$ cat src/rtl/pipelined_cla_addsub.sv
// Pipelined carry-lookahead adder/subtractor: one 16-bit CLA slice per stage, with the operand
// bits of higher slices skewed in and the finished low sum bits carried forward to the output.
module pipelined_cla_addsub #(
  parameter int unsigned WIDTH = 32
) (
  input  logic             clk,
  input  logic             rst,
  input  logic             in_valid,
  output logic             in_ready,
  input  logic [WIDTH-1:0] a,
  input  logic [WIDTH-1:0] b,
  input  logic             cin,
  input  logic             sub,
  output logic             out_valid,
  input  logic             out_ready,
  output logic [WIDTH-1:0] sum,
  output logic             cout,
  output logic             ovf,
  output logic             zero
);

  localparam int unsigned SLICES = WIDTH / 16;

  logic             advance;
  logic             in_xfer;
  logic [WIDTH-1:0] b_eff;

  // The whole pipeline moves in lockstep; a full output stage blocks everything behind it.
  assign advance  = !out_valid || out_ready;
  assign in_ready = advance && !rst;
  assign in_xfer  = in_valid && in_ready;
  assign b_eff    = sub ? ~b : b;

  // 4-bit lookahead unit: returns {group P, group G, c3, c2, c1}.
  function automatic logic [4:0] cla4(input logic [3:0] g, input logic [3:0] p,
                                      input logic c0);
    logic c1, c2, c3, gg, gp;
    c1 = g[0] | (p[0] & c0);
    c2 = g[1] | (p[1] & g[0]) | (p[1] & p[0] & c0);
    c3 = g[2] | (p[2] & g[1]) | (p[2] & p[1] & g[0]) | (p[2] & p[1] & p[0] & c0);
    gg = g[3] | (p[3] & g[2]) | (p[3] & p[2] & g[1]) | (p[3] & p[2] & p[1] & g[0]);
    gp = &p;
    return {gp, gg, c3, c2, c1};
  endfunction

  // Two-level 16-bit CLA: returns {carry out of bit 15, carry into bit 15, sum[15:0]}.
  function automatic logic [17:0] cla16(input logic [15:0] x, input logic [15:0] y,
                                        input logic c0);
    logic [15:0] g, p, c;
    logic [3:0]  gg, gp, gc;
    logic [4:0]  lvl1, top;
    logic        c16;
    g = x & y;
    p = x ^ y;
    for (int i = 0; i < 4; i++) begin
      lvl1  = cla4(g[4*i +: 4], p[4*i +: 4], 1'b0);
      gp[i] = lvl1[4];
      gg[i] = lvl1[3];
    end
    top = cla4(gg, gp, c0);
    gc  = {top[2:0], c0};
    for (int i = 0; i < 4; i++) begin
      lvl1         = cla4(g[4*i +: 4], p[4*i +: 4], gc[i]);
      c[4*i +: 4]  = {lvl1[2:0], gc[i]};
    end
    c16 = top[3] | (top[4] & c0);
    return {c16, c[15], p ^ c};
  endfunction

  for (genvar k = 0; k < SLICES; k++) begin : g_stage
    localparam int unsigned Lo  = 16 * k;
    localparam int unsigned Rem = WIDTH - Lo;

    logic [Rem-1:0]   op_a, op_b;
    logic             c_in, v_in;
    logic [17:0]      res;
    logic [Lo+15:0]   sum_d, sum_q;
    logic             c_q, v_q;

    if (k == 0) begin : g_head
      assign op_a  = a;
      assign op_b  = b_eff;
      assign c_in  = cin;
      assign v_in  = in_xfer;
      assign sum_d = res[15:0];
    end else begin : g_body
      assign op_a  = g_stage[k-1].g_fwd.a_q;
      assign op_b  = g_stage[k-1].g_fwd.b_q;
      assign c_in  = g_stage[k-1].c_q;
      assign v_in  = g_stage[k-1].v_q;
      assign sum_d = {res[15:0], g_stage[k-1].sum_q};
    end

    assign res = cla16(op_a[15:0], op_b[15:0], c_in);

    always_ff @(posedge clk) begin
      if (rst) begin
        v_q   <= 1'b0;
        c_q   <= 1'b0;
        sum_q <= '0;
      end else if (advance) begin
        v_q   <= v_in;
        c_q   <= res[17];
        sum_q <= sum_d;
      end
    end

    if (k < SLICES - 1) begin : g_fwd
      logic [Rem-17:0] a_q, b_q;
      always_ff @(posedge clk) begin
        if (rst) begin
          a_q <= '0;
          b_q <= '0;
        end else if (advance) begin
          a_q <= op_a[Rem-1:16];
          b_q <= op_b[Rem-1:16];
        end
      end
    end else begin : g_tail
      logic ovf_q, zero_q;
      always_ff @(posedge clk) begin
        if (rst) begin
          ovf_q  <= 1'b0;
          zero_q <= 1'b0;
        end else if (advance) begin
          ovf_q  <= res[17] ^ res[16];
          zero_q <= (sum_d == '0);
        end
      end
      assign out_valid = v_q;
      assign sum       = sum_q;
      assign cout      = c_q;
      assign ovf       = ovf_q;
      assign zero      = zero_q;
    end
  end

endmodule

$ cat config.mk
export PLATFORM = sky130hd
export DESIGN_NAME = pipelined_cla_addsub
export DESIGN_NICKNAME = d
export VERILOG_FILES = /design/src/rtl/pipelined_cla_addsub.sv
export SDC_FILE = /design/constraint.sdc
export NUM_CORES = 1
export LEC_CHECK = 0
export ABC_AREA = 1
export BUFFER_PORTS_ARGS = -buffer_cell sky130_fd_sc_hd__buf_2
export CAP_MARGIN = 20
export CORE_UTILIZATION = 45
export CTS_CLUSTER_SIZE = 30
export DETAILED_ROUTE_END_ITERATION = 16
export GPL_TIMING_DRIVEN = 0
export PLACE_DENSITY = 0.73
export SKIP_LAST_GASP = 1
export SYNTH_ARGS = -nofsm -noshare
export SYNTH_HDL_FRONTEND = slang
export SYNTH_SLANG_ARGS = --single-unit
$ cat constraint.sdc
create_clock -name clk -period 3.2 [get_ports clk]
set_input_delay 0.32 -clock clk [delete_from_list [all_inputs] [get_ports clk]]
set_output_delay 0.32 -clock clk [all_outputs]
set_load 0.05 [all_outputs]
Word level (Yosys, flattened, before mapping)
Cells that the tools add are included.
{"block": "totals", "ff_bits": 86, "in_bits": 70, "output_inout_bits": 37}
{"block": "op_classes", "muxes": 1, "bitwise_logic": 242, "n_reduce_logical": 16}
{"operator": "1-bit AND", "n": 142}
{"operator": "1-bit OR", "n": 92}
{"operator": "16-bit bitwise XOR", "n": 4}
{"operator": "16-bit AND", "n": 2}
{"operator": "32-bit zero test", "n": 1}
{"operator": "32-bit 2-to-1 mux", "n": 1}
{"operator": "32-bit inverter", "n": 1}
{"operator": "16-bit AND reduction", "n": 2}
{"operator": "4-bit AND reduction", "n": 8}
{"operator": "1-bit logical AND", "n": 2}
{"operator": "1-bit zero test", "n": 2}
{"operator": "1-bit logical OR", "n": 1}
{"operator": "1-bit bitwise XOR", "n": 1}

Longest topological paths before layout
Gate-level depths: netlist of the first run.
{"block": "logic_depth", "ltp_word": 14, "ltp_mapped": 21, "depth_no_buf": 20}

Least setup slack after synthesis of the first run
Ideal clock, no wire load.
{"block": "synth_timing", "kind": "input to register", "start": "input sub", "end": "register g_stage[0].sum_q[9]", "t_arrival_ps": 2511, "setup_slack_ps": 619, "cell_stages": 16, "path_buffers": 2, "path_cell_list": "clkbuf_1 > buf_2 > xor2_1 > ha_1 > nand3_1 > nand2_1 > nand2_1 > nand3_1 > nand3_1 > nand2_2 > nand2_1 > nand3_2 > inv_1 > fa_1 > xor2_1 > a21oi_1"}
{"block": "synth_between", "elab_chain_len": 12, "word_cells_on_any_way": 29, "cone_classes": "mux (1); bitwise (26); reduce/logical (2)"}
{"item": "from (decl)", "line": "13", "source": "input logic sub,"}
{"item": "32-bit 2-to-1 mux (*)", "line": "32", "source": "assign b_eff = sub ? ~b : b;"}
{"item": "16-bit bitwise XOR or 16-bit AND (tied branches)", "line": "54, 53"}
{"item": "1-bit AND"}
{"item": "1-bit OR or 1-bit AND (tied branches) (2 in a row)"}
{"item": "1-bit OR"}
{"item": "1-bit AND", "line": "39", "source": "c2 = g[1] | (p[1] & g[0]) | (p[1] & p[0] & c0);"}
{"item": "1-bit OR (2 in a row)", "line": "39"}
{"item": "1-bit AND", "line": "38", "source": "c1 = g[0] | (p[0] & c0);"}
{"item": "1-bit OR", "line": "38"}
{"item": "16-bit bitwise XOR (*)", "line": "67", "source": "return {c16, c[15], p ^ c};"}
{"item": "to (signal assigned)", "line": "104", "source": "sum_q <= sum_d;"}
{"item": "to (decl)", "line": "77", "source": "logic [Lo+15:0] sum_d, sum_q;"}
Mark *: on every way between the ends. The rest lies on a longest branch, timed or not.
A chain may end at the register's enable or synchronous reset.

Worst setup path after layout of the first run
{"block": "layout_timing", "start": "register g_stage[0].g_fwd.a_q[11]", "end": "register g_stage[1].g_tail.zero_q, in the netlist zero"}
{"block": "layout_between", "word_cells_on_any_way": 27, "cone_classes": "bitwise (25); reduce/logical (2)"}
{"item": "from (decl)", "line": "109", "source": "logic [Rem-17:0] a_q, b_q;"}
{"item": "from (signal assigned)", "line": "115", "source": "a_q <= op_a[Rem-1:16];"}
{"item": "16-bit bitwise XOR", "line": "54", "source": "p = x ^ y;"}
{"item": "1-bit AND"}
{"item": "1-bit OR or 1-bit AND (tied branches) (2 in a row)", "line": "41", "source": "gg = g[3] | (p[3] & g[2]) | (p[3] & p[2] & g[1]) | (p[3] & p[2] & p[1] & g[0]);"}
{"item": "1-bit OR"}
{"item": "1-bit OR (2 in a row)", "line": "40", "source": "c3 = g[2] | (p[2] & g[1]) | (p[2] & p[1] & g[0]) | (p[2] & p[1] & p[0] & c0);"}
{"item": "1-bit OR (*)", "line": "40"}
{"item": "16-bit bitwise XOR (*)", "line": "67"}
{"item": "via g_stage[1].res[12]", "line": "76", "source": "logic [17:0] res;"}
{"item": "32-bit zero test (*)", "line": "127", "source": "zero_q <= (sum_d == '0);"}
{"item": "to (signal assigned)", "line": "127"}
{"item": "to (decl)", "line": "120", "source": "logic ovf_q, zero_q;"}
The timed path passes the listed nets; every way through them passes the cells marked *.

==> results of run 1 <==
cell families after synthesis:
kind of cell | Yosys count
AO/OA/AOI/OAI | 147
flip-flops | 86
adder cells (fa/ha/maj) | 40
XOR/XNOR | 42
buffers and inverters | 99
AND/OR/NAND/NOR | 243
critical path: cells and delay by family (launching register included):
family / cells / cell delay, ns
simple gates: 12 / 1.31
fa+ha+maj: 2 / 0.83
flops: 1 / 0.32
buf+inv: 1 / 0.10
compound gates: 2 / 0.31
cell usage in the layout (no fill, tap or decap), types with 2 or more instances in the layout:
cell and count:
nand2_1 78, a31oi_1 3, o21ai_0 78, fa_1 8
xor2_1 18, o21bai_1 7, a21oi_1 48, nand3b_1 3
and2_1 2, nor2_2 3, clkbuf_1 28, clkbuf_8 11
inv_1 66, clkinv_2 3, buf_2 108, nand4_1 7
nor2_1 102, nand3_2 2, nand2_2 9, a21o_1 3
xnor2_1 24, nand3_1 33, ha_1 31, o211ai_1 7
dfxtp_1 86
state kept, by name, summed over array words and instances, names as in the netlist:
signal,count
g_stage.g_fwd.a_q,16
sum,32
g_stage.g_fwd.b_q,16
ovf,1
g_stage.v_q,1
out_valid,1
zero,1
g_stage.sum_q,16
cout,1
g_stage.c_q,1
routing by layer:
metal  routed length [um]  vias to the layer above  track usage [%]  part of all wire, %
met3                  681                       29             3.49                  5.4
met2                 5810                      145             38.2                   46
met4                  297                        0             9.62                  2.3
met5                    0                        -                0                    0
li1                     -                     2367                -                    -
met1                 5890                     2169             31.3                   46
cell type report:
type	instances	area (um2)
Buffer	32	136
Clock buffer	12	155
Clock inverter	4	45.0
Fill cell	1021	4640
Inverter	67	251
Multi-Input combinational cell	472	2770
Sequential cell	86	1720
Tap cell	136	170
Timing Repair Buffer	105	526
stage by stage:
| step | std cells | util [%] | total power [W] |
|---|---|---|---|
| global placement | 898 | 53.5 | 0.00223 |
| floorplan | 657 | - | 0.00199 |
| detailed placement | 898 | 53.5 | 0.00226 |
| global route | 914 | 55.4 | 0.00320 |
| CTS | 914 | 55.4 | 0.00303 |
| finish | 914 | 55.4 | 0.00303 |
report_power, final:
part           total, W  internal [W]  switching, W
logic          0.000954      0.000322      0.000632
clock network  0.000783      0.000400      0.000383
registers       0.00129       0.00120     0.0000919
total           0.00303       0.00192       0.00111
worst paths after layout:
| path | startpoint | slack, ns | end |
|---|---|---|---|
| setup / recovery | g_stage[0].g_fwd.a_q[11]$_SDFFE_PP0N_ | 0.27 | zero$_SDFFE_PP0N_ |
| hold / removal | a[22] | 0.21 | g_stage[0].g_fwd.a_q[6]$_SDFFE_PP0N_ |
| setup reg to reg | g_stage[0].g_fwd.a_q[11]$_SDFFE_PP0N_ | 0.27 | zero$_SDFFE_PP0N_ |
| hold reg to reg | zero$_SDFFE_PP0N_ | 0.47 | zero$_SDFFE_PP0N_ |
==> metrics.md, run 1 <==
| Metric | Value |
|---|---|
| Status | finished, final reports clean |
| Worst R2R Path Depth | 17 |
| WHS | 0.208 ns |
| Die extent in x | 106 um |
| Simple-Gate Fraction of Synth Area | 21.5% |
| Clock Tree Buf Depth | 2 |
| Final net count | 883 |
| Synth area leaders | dfxtp_1, ha_1, o21ai_0 |
| Routed vias/inst | 5.15 |
| Mean Syn Cell Area | 7.42 um2 |
| FF+latch count, synth | 86 |
| Normalized max-slew margin | 59.8% |
| Layout Skew | 0.00921 ns |
| Hold crit path type | in2reg |
| P&R area growth vs syn | 18.5% |
| Post-synthesis net count | 767 |
| Drt wl/cell | 13.9 um |
| Via count | 4,710 |
| Remaining global-route overflow | 0 |
| Synth Area in Compound Gates | 16.1% |
| Share of layout cells above drive strength 1 | 18.1% |
| Post-route clock period utilization | 91.6% |
| Type of destination of the critical path | register |
| ANT cells | 0 |
| Post-synthesis adder-cell area fraction | 11.5% |
| Hold_buf cts | 0 |
| Initial Utilization | 46.8% |
| Post-synth top cells | nor2_1, dfxtp_1, nand2_1, o21ai_0, inv_1 |
| Clock slew at reported path FFs | 0.09 ns |
| Total negative slack | 0 ns |
| CP most frequent cell | nor2_1 |
| ANT nets after route | 0 |
| 1st-pass router iterations | 5 |
| Netlist cell types | 31 |
| Post-synthesis mux area share | 0% |
| Req. time, crit path | 3.50 ns |
| GRT Total Usage | 23.6% |
| Fin area | 5770 um2 |
| Crit path cell chain | ha_1 > a21oi_1 > nand2_1 > nor2_1 > nand4_2 > fa_1 > inv_1 > nand3_1 > nor2_1 > nand2_1 > nor2_1 > nand3_1 > nor2_1 > nand3_1 > nor2_2 > nand4_1 > a21oi_1 |
| WS Path Type | reg2reg |
| Die Y | 106 um |
| Max-cap violations | 0 |
| CP Launch Type | register |
| Fmax | 0.341 GHz |
| Sequential fraction of the synthesis area | 35.3% |
| Max-slew violations | 0 |
| Synth async-reset ratio | 0% |
| Ys Warns | 0 |
| Setup WS post-layout | 0.269 ns |
| CTS buffer count | 9 |
| Antenna violations before repair | 0 |
| Dpl cell area | 5570 um2 |
| Die ar. | 11,200 um2 |
| CTS tree | built |
| Slowest library cell on the worst path | fa_1 |
| Vias in the first global route | 4,498 |
| Clock period minus worst slack | 2.93 ns |
| Post-synth EDFFs | 0 |
| Worst Tran Pin Value | 0.603 ns |
| Power density cells | 524 nW/um2 |
| Num rows | 37 |
| DP Wirelength | 10.0 mm |
| CORE AREA | 10,400 um2 |
| Starting DRT DRC Count | 188 |
| Root buf cell | clkbuf_8 |
| Clock sinks | 86 |
| CTS resizes | 0 |
| Final Setup Violations | 0 |
| Clk_lat worst skew | 0.36 ns |
| Final Hold Viols | 0 |
| Depth of the CTS H-tree | 3 |
| RSZ-0062 raised after global routing | false |
| Synth Flop Type | dfxtp_1 |
| Crit-path max cell delay | 0.48 ns |
| Post-synth top area cell | dfxtp_1 |
| Peak supply drop | 0.231 mV |
| Largest net degree at the start of global routing | 14 |
| Xor/xnor cell area share of the yosys netlist | 7.55% |
| Hold path cells | 3 |
| Postcts setup bufs | 0 |
| Most common cell in the synthesized netlist | nor2_1 |
| Proportion of netlist area held by the largest area contributor | 35.3% |
| Final GP Congestion | 0.864 |
| Pre-CTS worst setup slack | 0.132 ns |
| First-pass GRT wire length | 20.9 mm |
| Largest family of logic cells by synthesized area | simple AND/OR/NAND/NOR gates |
| IO Pins | 107 |
| Crit-path max FO | 5 |
| Routed WL | 12.7 mm |
| Syn Std Cell Area | 4870 um2 |
| Cells after synthesis | 657 |
| Port bufs | 105 |
| Leakage | 2.98 nW |
| DRC viols | 0 |
| Crit path DAT | 3.23 ns |
Note: power is estimated with default switching activity, not from simulation.
==> run 2, diff against run 1 <==
--- a/config.mk
+++ b/config.mk
@@ -5,7 +5,6 @@
 export SDC_FILE = /design/constraint.sdc
 export NUM_CORES = 1
 export LEC_CHECK = 0
-export ABC_AREA = 1
 export BUFFER_PORTS_ARGS = -buffer_cell sky130_fd_sc_hd__buf_2
 export CAP_MARGIN = 20
 export CORE_UTILIZATION = 45
==> run 2 against run 1 <==
Compared with the run above: the flow now finishes with violations (setup timing); non-clock buffer count grew 7; final cell count down 7.9%; fmax fell by 10%; final area up 2.0%; clock power shrank 1%; largest cell class unchanged.
==> metrics.md, run 2 <==
| Metric | Value |
|---|---|
| Status | complete, but fails checks (was finished, final reports clean) |
| Failing checks | setup timing |
| RSZ-0062 raised after global routing | true (was false) |
| DRC viols | 0 (unchanged) |
| Multi-input gate area | 3040 um2 (was 2770 um2) |
| Leakage | 2.66 nW (was 2.98 nW) |
| Crit-path max cell delay | 0.43 ns (was 0.48 ns) |
| Post-synth top cells | nand2_1, dfxtp_1, a21oi_1 (was nor2_1, dfxtp_1, nand2_1, o21ai_0, inv_1) |
| Sequential fraction of the synthesis area | 35.7% (was 35.3%) |
| Layout Skew | 0.00945 ns (was 0.00921 ns) |
| Sequential cell area | 1720 um2 (unchanged) |
| Max-cap violations | 0 (unchanged) |
| Worst Tran Pin Value | 0.764 ns (was 0.603 ns) |
| CTS tree | built (unchanged) |
| Synth Flop Type | dfxtp_1 (unchanged) |
| Post-route clock period utilization | 102% (was 91.6%) |
| Total negative slack | -0.0739 ns (was 0 ns) |
| IO Pins | 107 (unchanged) |
| Root buf cell | clkbuf_8 (unchanged) |
| Grt peak-use layer | met2 (unchanged) |
| Highest-count cells in the layout ignoring fill and taps | nand2_1, buf_2, dfxtp_1 (was buf_2, nor2_1, dfxtp_1) |
| Setup WS post-layout | -0.0739 ns (was 0.269 ns) |
| Synth Area in Compound Gates | 21.3% (was 16.1%) |
| Final GP Congestion | 0.892 (was 0.864) |
| Hold_buf cts | 0 (unchanged) |
| Power density cells | 518 nW/um2 (was 524 nW/um2) |
| Die Y | 105 um (was 106 um) |
| Clock period minus worst slack | 3.27 ns (was 2.93 ns) |
| Remaining global-route overflow | 0 (unchanged) |
| Pwr Total | 0.00305 W (was 0.00303 W) |
| CP Launch Type | register (unchanged) |
| Crit path cell chain | ha_1 > a2111o_1 > a211o_2 > and2_2 > fa_2 > xnor2_2 > nand4_1 > nor4_4 > o2111ai_2 > a2111oi_2 > a21bo_1 (was ha_1 > a21oi_1 > nand2_1 > nor2_1 > nand4_2 > fa_1 > inv_1 > nand3_1 > nor2_1 > nand2_1 > nor2_1 > nand3_1 > nor2_1 > nand3_1 > nor2_2 > nand4_1 > a21oi_1) |
| Port bufs | 104 (was 105) |
| First-pass GRT wire length | 20.8 mm (was 20.9 mm) |
| ANT cells | 0 (unchanged) |
| Final net count | 811 (was 883) |
| ANT nets after route | 0 (unchanged) |
| Post-synthesis mux area share | 0.441% (was 0%) |
| Antenna violations before repair | 0 (unchanged) |
| Max-slew violations | 0 (unchanged) |
| Clk_lat worst skew | 0.38 ns (was 0.36 ns) |
| Fmax | 0.305 GHz (was 0.341 GHz) |
| Routed vias/inst | 5.48 (was 5.15) |
| Largest net degree at the start of global routing | 19 (was 14) |
| Via count | 4,615 (was 4,710) |
| Crit path DAT | 3.61 ns (was 3.23 ns) |
| Clock slew at reported path FFs | 0.10 ns (was 0.09 ns) |
| Mean Syn Cell Area | 8.31 um2 (was 7.42 um2) |
| Num rows | 37 (unchanged) |
| Ys Warns | 0 (unchanged) |
| 1st-pass router iterations | 5 (unchanged) |
| Final Hold Viols | 0 (unchanged) |
| Post-synth EDFFs | 0 (unchanged) |
| Initial Utilization | 46.5% (was 46.8%) |
| Fillers | 978 (was 1,021) |
| Simple-Gate Fraction of Synth Area | 17.5% (was 21.5%) |
| Proportion of netlist area held by the largest area contributor | 35.7% (was 35.3%) |
| Most common cell in the synthesized netlist | nand2_1 (was nor2_1) |
| Synth async-reset ratio | 0% (unchanged) |
| Largest family of logic cells by synthesized area | compound AO/OA/AOI/OAI gates (was simple AND/OR/NAND/NOR gates) |
| Crit-path max FO | 5 (unchanged) |
| DP Wirelength | 10.2 mm (was 10.0 mm) |
| Routed WL | 13.0 mm (was 12.7 mm) |
| Syn Std Cell Area | 4820 um2 (was 4870 um2) |
| Share of layout cells above drive strength 1 | 22.8% (was 18.1%) |
| Hold crit path type | in2reg (unchanged) |
| Post-synthesis adder-cell area fraction | 11.6% (was 11.5%) |
| Most common cell after layout, fill and taps aside | nand2_1 (was buf_2) |
| Xor/xnor cell area share of the yosys netlist | 9.45% (was 7.55%) |
| Depth of the CTS H-tree | 3 (unchanged) |
| WS Path Type | reg2reg (unchanged) |
| Type of destination of the critical path | register (unchanged) |
| Final Setup Violations | 1 (was 0) |
| Vias in the first global route | 4,348 (was 4,498) |
| Cells after synthesis | 580 (was 657) |
| Clock sinks | 86 (unchanged) |
| Post-synthesis net count | 690 (was 767) |
| Met2 usage | 37.5% (was 38.2%) |
| GR Util met3 | 3.83% (was 3.49%) |
| Peak supply drop | 0.253 mV (was 0.231 mV) |
| Number of flip-flops in the largest register | 32 (unchanged) |
| Final core occ | 56.8% (was 55.4%) |
| Clock Tree Buf Depth | 2 (unchanged) |
| P&R area growth vs syn | 22.2% (was 18.5%) |
| Grt met1 use | 33.0% (was 31.3%) |
| GRT Total Usage | 23.9% (was 23.6%) |
| Normalized max-slew margin | 49.1% (was 59.8%) |
| Netlist cell types | 59 (was 31) |
| CORE AREA | 10,400 um2 (about the same) |
| Starting DRT DRC Count | 216 (was 188) |
| Die extent in x | 105 um (was 106 um) |
| Synth area leaders | dfxtp_1, nand2_1, ha_1 (was dfxtp_1, ha_1, o21ai_0) |
| CTS buffer count | 9 (unchanged) |
| Drt wl/cell | 15.4 um (was 13.9 um) |
| Post-synth top area cell | dfxtp_1 (unchanged) |
| FF+latch count, synth | 86 (unchanged) |
| Slowest library cell on the worst path | a2111o_1 (was fa_1) |
| Req. time, crit path | 3.53 ns (was 3.50 ns) |
| Die ar. | 11,100 um2 (was 11,200 um2) |
-- run 2: cell types whose count changed after synthesis, sizes merged, moves of 6 or more --
cell,before,now
a211oi,0,37
a21oi,48,61
inv,66,15
nand2,87,112
nand3,35,7
nor2,106,45
nor4,0,6
o21ai,78,15
xnor2,24,30
-- run 2: repair_timing --
action | in CTS | in global routing
pin swaps | 9 | 2
buffers inserted | 5 | 2
gates resized for setup | 14 | 10
endpoints found under the setup margin | 3 | 3
-- run 2: area by class of cell --
class	count	share of cell area (%)
flip-flops and latches	86	29.2
multi-input cells	445	51.6
well taps	136	2.89
inverters	15	0.956
clock inverters	7	1.17
plain buffers	33	2.36
repair buffers	111	9.73
clock buffers	9	2.10
-- run 2: layer usage --
layer	vias to the layer above	share of wire (%)
li1	2278	-
met5	-	0
met1	2156	47
met2	158	45
met3	23	6.3
met4	0	2.1
-- run 2: path summary, 6_finish.rpt --
path                                        startpoint                              endpoint  slack, ns  cells past startpoint
setup / recovery  g_stage[0].g_fwd.a_q[4]$_SDFFE_PP0N_                     zero$_SDFFE_PP0N_      -0.07                     11
hold / removal                                   a[24]  g_stage[0].g_fwd.a_q[8]$_SDFFE_PP0N_       0.18                      3
setup reg to reg  g_stage[0].g_fwd.a_q[4]$_SDFFE_PP0N_                     zero$_SDFFE_PP0N_      -0.07                     11
hold reg to reg                    sum[8]$_SDFFE_PP0N_                   sum[8]$_SDFFE_PP0N_       0.46                      2
-- run 2: logic make-up after synthesis --
kind of cell,count (synthesis)
multiplexers,2
XOR/XNOR,52
buffers and inverters,49
flip-flops,86
AND/OR/NAND/NOR,197
adder cells (fa/ha/maj),40
AO/OA/AOI/OAI,154
-- run 2: report_power, final --
part	internal, W	total, W	leakage, nW	switching, W
Clock	0.000308	0.000772	0.101	0.000464
Combinational	0.000370	0.000994	1.84	0.000624
Sequential	0.00119	0.00128	0.713	0.0000900
-- run 2: worst max-delay path: cells and delay by family (launching register included) --
| family | cells | cell delay, ns |
|---|---|---|
| compound gates | 5 | 1.35 |
| xor+xnor | 1 | 0.20 |
| fa+ha+maj | 2 | 0.64 |
| flops | 1 | 0.36 |
| simple gates | 3 | 0.68 |
-- run 2: metrics by stage --
stage               std cells  hold slack (ns)  setup slack (ns)  area [um2]
finish                    842            0.181           -0.0739        5890
global route              842            0.185            -0.225        5890
CTS                       841            0.178           -0.0508        5820
detailed placement        820            0.444            -0.571        5520
global placement          820            0.439            -0.573        5520
floorplan                 580            0.432            0.0227        4830
==> run 3, diff against run 2 <==
--- a/config.mk
+++ b/config.mk
@@ -7,11 +7,11 @@
 export LEC_CHECK = 0
 export BUFFER_PORTS_ARGS = -buffer_cell sky130_fd_sc_hd__buf_2
 export CAP_MARGIN = 20
-export CORE_UTILIZATION = 45
+export CORE_UTILIZATION = 55
 export CTS_CLUSTER_SIZE = 30
 export DETAILED_ROUTE_END_ITERATION = 16
 export GPL_TIMING_DRIVEN = 0
-export PLACE_DENSITY = 0.73
+export PLACE_DENSITY = 0.86
 export SKIP_LAST_GASP = 1
 export SYNTH_ARGS = -nofsm -noshare
 export SYNTH_HDL_FRONTEND = slang
==> run 3 against run 2 <==
Compared with the run above: the run still ends with setup timing left; register-to-register slack lost 0.12 ns; first-iteration DRC count up 23%; wire length rose by 7.2%; clock-buffer cell count did not move; critical path depth increased by 1; flip-flop and latch count did not move; via count is 4.5% higher; hold slack worse by 0.0084 ns; non-clock buffer count rose by 4.
==> metrics.md, run 3 (synthesized netlist as in run 2, its figures left out) <==
| Metric | Value |
|---|---|
| Family with the most delay on the worst path | compound AO/OA/AOI/OAI gates (unchanged) |
| GR Util met3 | 5.42% (was 3.83%) |
| Die ar. | 9140 um2 (was 11,100 um2) |
| First-pass GRT wire length | 21.8 mm (was 20.8 mm) |
| Port bufs | 104 (unchanged) |
| Vias in the first global route | 4,641 (was 4,348) |
| CORE AREA | 8340 um2 (was 10,400 um2) |
| Depth of the CTS H-tree | 3 (unchanged) |
| Final core occ | 71.8% (was 56.8%) |
| Drt wl/cell | 17.1 um (was 15.4 um) |
| Seq pwr share | 41.2% (was 42.1%) |
| Final net count | 815 (was 811) |
| CTS tree | built (unchanged) |
| Clock Tree Buf Depth | 2 (unchanged) |
| CTS buffer count | 9 (unchanged) |
| WP buf/inv | 0 (unchanged) |
| Crit-path max FO | 4 (was 5) |
| Most common cell after layout, fill and taps aside | nand2_1 (unchanged) |
| Die Y | 95.6 um (was 105 um) |
| ANT nets after route | 0 (unchanged) |
| DRC viols | 0 (unchanged) |
| Grt met1 use | 39.9% (was 33.0%) |
| Clock period minus worst slack | 3.40 ns (was 3.27 ns) |
| WS Path Type | reg2reg (unchanged) |
| Number of flip-flops in the largest register | 32 (unchanged) |
| Max-slew violations | 0 (unchanged) |
| Clock sinks | 86 (unchanged) |
| Crit path DAT | 3.71 ns (was 3.61 ns) |
| Root buf cell | clkbuf_8 (unchanged) |
| Peak supply drop | 0.231 mV (was 0.253 mV) |
| Normalized max-slew margin | 50.5% (was 49.1%) |
| Power density cells | 525 nW/um2 (was 518 nW/um2) |
| Met2 usage | 51.9% (was 37.5%) |
| IO Pins | 107 (unchanged) |
| Starting DRT DRC Count | 265 (was 216) |
| RSZ-0062 raised after global routing | true (unchanged) |
| WHS | 0.173 ns (was 0.181 ns) |
| Clk_lat worst skew | 0.38 ns (about the same) |
| Die extent in x | 95.6 um (was 105 um) |
| CP Launch Type | register (unchanged) |
| DP Wirelength | 10.1 mm (was 10.2 mm) |
| Internal Power | 0.00196 W (was 0.00187 W) |
| Status | complete, but fails checks (unchanged) |
| Largest net degree at the start of global routing | 17 (was 19) |
| Crit-path max cell delay | 0.57 ns (was 0.43 ns) |
| 1st-pass router iterations | 5 (unchanged) |
| Crit path cell chain | ha_4 > o21ai_2 > o21bai_2 > a211o_2 > and2_2 > fa_1 > nor4_4 > nand3_1 > nor4_2 > o2111ai_2 > a2111oi_4 > a21bo_1 (was ha_1 > a2111o_1 > a211o_2 > and2_2 > fa_2 > xnor2_2 > nand4_1 > nor4_4 > o2111ai_2 > a2111oi_2 > a21bo_1) |
| Psw | 0.00119 W (was 0.00118 W) |
| Routed vias/inst | 5.92 (was 5.48) |
| Clock share of power | 25.6% (was 25.3%) |
| Hold_buf cts | 0 (unchanged) |
| Via count | 4,822 (was 4,615) |
| Share of layout cells above drive strength 1 | 24.9% (was 22.8%) |
| Net switching fraction of the power | 37.8% (was 38.6%) |
| Combinational share of power | 33.2% (was 32.6%) |
| Final Hold Viols | 0 (unchanged) |
| P&R area growth vs syn | 24.3% (was 22.2%) |
| Req. time, crit path | 3.51 ns (was 3.53 ns) |
| Routed WL | 13.9 mm (was 13.0 mm) |
| Antenna violations before repair | 0 (unchanged) |
| ANT cells | 0 (unchanged) |
| Worst Tran Pin Value | 0.742 ns (was 0.764 ns) |
| Max-cap violations | 0 (unchanged) |
| Type of destination of the critical path | register (unchanged) |
| Fmax | 0.294 GHz (was 0.305 GHz) |
| Setup WS post-layout | -0.199 ns (was -0.0739 ns) |
| Grt peak-use layer | met2 (unchanged) |
| Clock slew at reported path FFs | 0.09 ns (was 0.10 ns) |
| Hold crit path type | in2reg (unchanged) |
| Final Setup Violations | 1 (unchanged) |
| Failing checks | setup timing (unchanged) |
| Highest-count cells in the layout ignoring fill and taps | nand2_1, buf_2, dfxtp_1 (unchanged) |
| Post-route clock period utilization | 106% (was 102%) |
| Leakage | 2.67 nW (was 2.66 nW) |
| GRT Total Usage | 31.7% (was 23.9%) |
| Slowest library cell on the worst path | fa_1 (was a2111o_1) |
| Initial Utilization | 57.8% (was 46.5%) |
| Final GP Congestion | 0.920 (was 0.892) |
| Layout Skew | 0.0143 ns (was 0.00945 ns) |
| Num rows | 33 (was 37) |
| Remaining global-route overflow | 0 (unchanged) |
run 3: area by class of cell:
cell class	count	area [um2]
inverters	15	56.3
well taps	105	131
repair buffers	117	618
flip-flops and latches	86	1730
clock inverters	7	80.1
multi-input cells	445	3120
plain buffers	31	130
fillers	670	2350
clock buffers	9	124
run 3: metrics by stage:
stage	cells	total power, W	area [um2]	setup TNS, ns	setup slack (ns)
floorplan	580	0.00197	4830	0	0.0227
global placement	789	0.00221	5480	-1.34	-0.526
detailed placement	789	0.00224	5480	-1.76	-0.518
CTS	812	0.00307	5910	-0.00103	-0.00103
global route	815	0.00328	5990	-0.245	-0.245
finish	815	0.00314	5990	-0.199	-0.199
run 3: final timing paths:
check | from | endpoint | slack [ns] | cells past startpoint
min | a[21] | g_stage[0].g_fwd.a_q[5]$_SDFFE_PP0N_ | 0.17 | 3
max | g_stage[0].g_fwd.a_q[1]$_SDFFE_PP0N_ | zero$_SDFFE_PP0N_ | -0.20 | 12
max reg2reg | g_stage[0].g_fwd.a_q[1]$_SDFFE_PP0N_ | zero$_SDFFE_PP0N_ | -0.20 | 12
min reg2reg | sum[19]$_SDFFE_PP0N_ | sum[19]$_SDFFE_PP0N_ | 0.45 | 2
run 3: per-layer routing:
layer,wire length [um],vias up
met5,0,-
met3,1190,47
met2,6440,258
met1,5810,2242
li1,-,2275
met4,477,0
run 3: tightest hold or removal path, delay by kind of cell:
family | cells | cell delay (ns)
buffers and inverters | 1 | 0.09
AOI/OAI and AO/OA | 1 | 0.05
and+or+nand+nor | 1 | 0.04
run 3: power groups by stage:
stage                     clock, W  sequential, W  combinational (W)
after global routing      0.000849        0.00131            0.00113
after global placement           0        0.00130           0.000910
after CTS                 0.000793        0.00128           0.000994
after detailed placement         0        0.00130           0.000933
final                     0.000805        0.00129            0.00104
after floorplan                  0        0.00145           0.000519
run 3: timing repair:
item,in CTS,in global routing
pin swaps,14,5
endpoints found under the setup margin,3,3
gates cloned,0,0
buffers inserted,9,4
gates resized for setup,33,8
